<file path="config.mk">
export PLATFORM = sky130hd
export DESIGN_NAME = sram_controller
export DESIGN_NICKNAME = d
export VERILOG_FILES = /design/src/rtl/sram_controller.sv
export SDC_FILE = /design/constraint.sdc
export NUM_CORES = 1
export LEC_CHECK = 0
export ABC_AREA = 1
export ABC_CLOCK_PERIOD_IN_PS = 2200
export BUFFER_PORTS_ARGS = -buffer_cell sky130_fd_sc_hd__buf_2
export CAP_MARGIN = 30
export CORE_ASPECT_RATIO = 2
export CORE_MARGIN = 4
export CORE_UTILIZATION = 35
export DETAILED_ROUTE_END_ITERATION = 10
export HOLD_SLACK_MARGIN = 0.12
export PLACE_DENSITY_LB_ADDON = 0.15
export SLEW_MARGIN = 10
export SYNTH_ARGS = -nofsm -noshare
export SYNTH_HDL_FRONTEND = slang
export SYNTH_SLANG_ARGS = --single-unit
export TNS_END_PERCENT = 50
</file>
<file path="constraint.sdc">
create_clock -name clk -period 2.2 [get_ports clk]
set_clock_uncertainty 0.2 [all_clocks]
set_input_delay 0.33 -clock clk [delete_from_list [all_inputs] [get_ports clk]]
set_output_delay 0.33 -clock clk [all_outputs]
set_load 0.02 [all_outputs]
</file>
<file path="src/rtl/sram_controller.sv">
// Two-phase (high half, then low half) 32-bit access bridge onto a 16-bit external SRAM.
// Optional macro SRAM_POSTED_WRITE_EN: writes complete to the pipeline at once and drain in the background.
module sram_controller #(
    parameter int WAIT_CYCLES = 2
) (
    input  logic        clk,
    input  logic        rst,
    input  logic        rd_en,
    input  logic        wr_en,
    input  logic [31:0] address,
    input  logic [31:0] write_data,
    output logic [31:0] read_data,
    output logic        ready,
    output logic [17:0] sram_addr,
    output logic [15:0] sram_dq_out,
    input  logic [15:0] sram_dq_in,
    output logic        sram_dq_oe,
    output logic        sram_we_n
);

    typedef enum logic [1:0] {IDLE, HI, LO, DONE} state_t;

    localparam logic [2:0] LAST_COUNT = 3'(WAIT_CYCLES);

    state_t      state;
    state_t      state_next;
    logic [2:0]  count;
    logic        phase_last;
    logic        request;
    logic [31:0] offset;
    logic [16:0] word;
    logic [16:0] word_latch;
    logic [15:0] data_lo_latch;
    logic        write_latch;
    logic        unused_offset_bits;

    assign request            = rd_en | wr_en;
    assign phase_last         = (count == LAST_COUNT);
    assign offset             = address - 32'd1024;
    assign word               = offset[18:2];
    assign unused_offset_bits = ^{offset[31:19], offset[1:0]};

    always_ff @(posedge clk) begin
        if (rst) state <= IDLE;
        else     state <= state_next;
    end

    always_comb begin
        state_next = state;
        ready      = 1'b0;
        case (state)
            IDLE: begin
                ready = ~request;
`ifdef SRAM_POSTED_WRITE_EN
                if (wr_en) ready = 1'b1;
`endif
                if (request) state_next = HI;
            end
            HI: begin
                if (phase_last) state_next = LO;
            end
            LO: begin
                if (phase_last) begin
`ifdef SRAM_POSTED_WRITE_EN
                    // A posted write was already acknowledged, so it has no DONE cycle.
                    state_next = write_latch ? IDLE : DONE;
`else
                    state_next = DONE;
`endif
                end
            end
            DONE: begin
                ready      = 1'b1;
                state_next = IDLE;
            end
            default: state_next = IDLE;
        endcase
    end

    always_ff @(posedge clk) begin
        if (rst) begin
            count <= 3'd0;
        end else if ((state == HI) || (state == LO)) begin
            count <= phase_last ? 3'd0 : count + 3'd1;
        end else begin
            count <= 3'd0;
        end
    end

    // SRAM pins are registered, so each phase's values are loaded on the edge entering it.
    always_ff @(posedge clk) begin
        if (rst) begin
            read_data     <= 32'd0;
            sram_addr     <= 18'd0;
            sram_dq_out   <= 16'd0;
            sram_dq_oe    <= 1'b0;
            sram_we_n     <= 1'b1;
            word_latch    <= 17'd0;
            data_lo_latch <= 16'd0;
            write_latch   <= 1'b0;
        end else begin
            case (state)
                IDLE: begin
                    if (request) begin
                        word_latch    <= word;
                        data_lo_latch <= write_data[15:0];
                        write_latch   <= wr_en;
                        sram_addr     <= {word, 1'b0};
                        sram_dq_out   <= write_data[31:16];
                        sram_dq_oe    <= wr_en;
                        sram_we_n     <= ~wr_en;
                    end
                end
                HI: begin
                    if (phase_last) begin
                        sram_addr   <= {word_latch, 1'b1};
                        sram_dq_out <= data_lo_latch;
                        if (!write_latch) read_data[31:16] <= sram_dq_in;
                    end
                end
                LO: begin
                    if (phase_last) begin
                        sram_dq_oe <= 1'b0;
                        sram_we_n  <= 1'b1;
                        if (!write_latch) read_data[15:0] <= sram_dq_in;
                    end
                end
                default: begin
                end
            endcase
        end
    end

endmodule

</file>
==> results.toml <==
[final_layout]
final_cell_mix = "137 x buf_2, 133 x nor2_1, 113 x nand2_1, 107 x dfxtp_1, 95 x o21ai_0"
num-nets-final = 906
fin_util_pct = 48.1
syn_to_final_growth_pct = 34.2
final_common_cell = "buf_2"
final_cell_area_mm2 = 0.00608
drive_gt1_share_pct = 21.5
diodes = 0

[sta]
setup_viol = 0
hold_viol_final = 0
worst_pin_slew_ns = 0.491
slew_violations = 0
finalSetupTns_ns = 0
max_freq_mhz = 492
rsz0062_at_grt = "true"
period_minus_slack_ns = 2.03
finalCritPeriodShare_pct = 92.4
slew_headroom_pct = 67.2

[detailed_routing]
ant_nets = 0
via_count = 4474
routedWlPerCell_um = 12.7
drt_first_pass_iters = 5
drtIter0Drc = 133
drt-total-wl_um = 12300
drc_errors = 0
viasPerCell = 4.62

[critical_path]
cp-end-kind = "flip-flop"
crit_fanout = 17
required_ns = 2.23
crit_type = "reg -> reg"
crit_arrival_ns = 2.07
start_kind = "flip-flop"
crit_slowest_cell = "dfxtp_1"
path_cells = "inv_1 -> ha_1 -> inv_1 -> nor2_1 -> nand2_2 -> nor2_4 -> inv_1 -> nor2_1 -> nor2_1"
slowest_delay_ns = 0.33

[die]
boundaryPins = 153
initial_core_util_pct = 35.9
die_h_um = 169
core_area_mm2 = 0.0126
dieArea_mm2 = 0.0149
die_width_um = 88.4
rows = 58

[synth]
ys_ff_latch = 107
yosysSeqAreaShare_pct = 47.3
synth_cell_types = 22
yosysWarnings = 0
syn_nets = 737
syn_avg_cell_area_um2 = 7.02
synth_area_mm2 = 0.00453
syn_inst = 645

[power]
ir_drop_v = 0.000493
total_power_uw = 6970
p_per_area_mw_per_mm2 = 1150
cellLeakagePower_uw = 0.00311

[place]
portBuffers = 137
placed_area_mm2 = 0.00535
hpwl_um = 8750
gp_congestion = 0.790

[clock_tree]
cts_buffer_depth = 2
clk_latency_ns = 0.34
cts_sinks = 107
numCtsBuffers = 9
cts_htree_levels = 3
path_clk_slew_ns = 0.07
cts_tree = "yes"
root_buffer = "clkbuf_16"

[grt]
grt_pass1_wl_um = 19300
antenna_found_initial = 0
grt_usage_pct = 16.3
overflow = 0
grt_start_max_net_pins = 69
grt_pass1_vias = 4204

[flow_run]
cap_violations = 0

[min_path]
hold_path.class = "in -> reg"

[status]
status = "finished clean"
==> through the flow <==
step                setup slack, ns  hold slack, ns  instances
global route                -0.0517           0.153        969
global placement              0.104           0.227        907
floorplan                     0.576           0.217        645
finish                        0.167           0.143        969
detailed placement          -0.0114           0.232        907
CTS                          0.0179           0.136        966
==> layer usage <==
layer  routed length, um  share of wire (%)  up-vias  GRT usage [%]
met3                 579                4.7       21           3.12
met5                   0                  0        -              0
met4                 278                2.3        0           6.71
li1                    -                  -     2344              -
met2                6760                 55      103           30.8
met1                4670                 38     2006           16.8
==> power by group <==
part	switching, uW	leakage, uW	internal [uW]	total (uW)
Clock	693	0.000126	803	1500
Combinational	1820	0.00210	962	2780
Sequential	231	0.000880	2460	2690
==> Yosys cell counts <==
cell,count,area [um^2]
nor2_1,133,499
nand2_1,113,424
dfxtp_1,107,2140
o21ai_0,95,475
inv_1,73,274
a21oi_1,49,245
buf_2,20,100
clkbuf_1,12,45.0
nand3_1,12,60.1
ha_1,8,100
o21ai_1,6,30.0
inv_2,3,11.3
xor2_1,3,26.3
buf_4,2,15.0
nor2_4,2,22.5
a21oi_2,1,8.76
buf_6,1,11.3
nand2_2,1,6.26
nand3_2,1,10.0
o21a_1,1,7.51
or2_2,1,6.26
xnor2_1,1,8.76
==> cells by family (layout without fill, tap and decap cells) <==
group	after synthesis	in the layout	share of synthesized area, %
fa+ha+maj	8	8	2.21
flops	107	107	47.3
compound gates	152	152	16.9
xor+xnor	4	4	0.774
simple gates	263	263	22.7
buf+inv	111	285	10.1
==> flip-flops by register name, indices dropped and copies added (netlist names), 2 cells and up <==
signal / count
sram_addr: 18
state: 2
count: 3
word_latch: 17
read_data: 32
data_lo_latch: 16
sram_dq_out: 16
==> critical path, delay by kind of cell (launching register included) <==
| family | cells | cell delay (ns) |
|---|---|---|
| fa+ha+maj | 1 | 0.16 |
| buf+inv | 3 | 0.43 |
| flops | 1 | 0.33 |
| simple gates | 5 | 0.81 |
==> worst paths after layout <==
path | endpoint | depth (start not counted) | from | slack, ns
worst min register to register | sram_dq_out[10] | 2 | sram_dq_out[10] | 0.24
worst min-delay path | write_latch | 3 | wr_en | 0.14
worst max-delay path | read_data[15] | 9 | count[0] | 0.17
worst max register to register | read_data[15] | 9 | count[0] | 0.17
==> cell type report <==
cell class	instances	area [um^2]
clock buffer	13	250
clock inverter	3	23.8
fill	1309	6550
inverter	76	289
multi-input combinational	427	1940
sequential	107	2140
tap	150	188
timing repair buffer	193	1250
==> what timing repair did <==
action	CTS	global route
setup endpoints to repair	14	25
pin swaps	0	1
resized for setup	1	0
endpoints found under the hold margin	57	0
buffers inserted	2	3
hold buffers	41	0
Note: power is estimated with default switching activity, not from simulation.
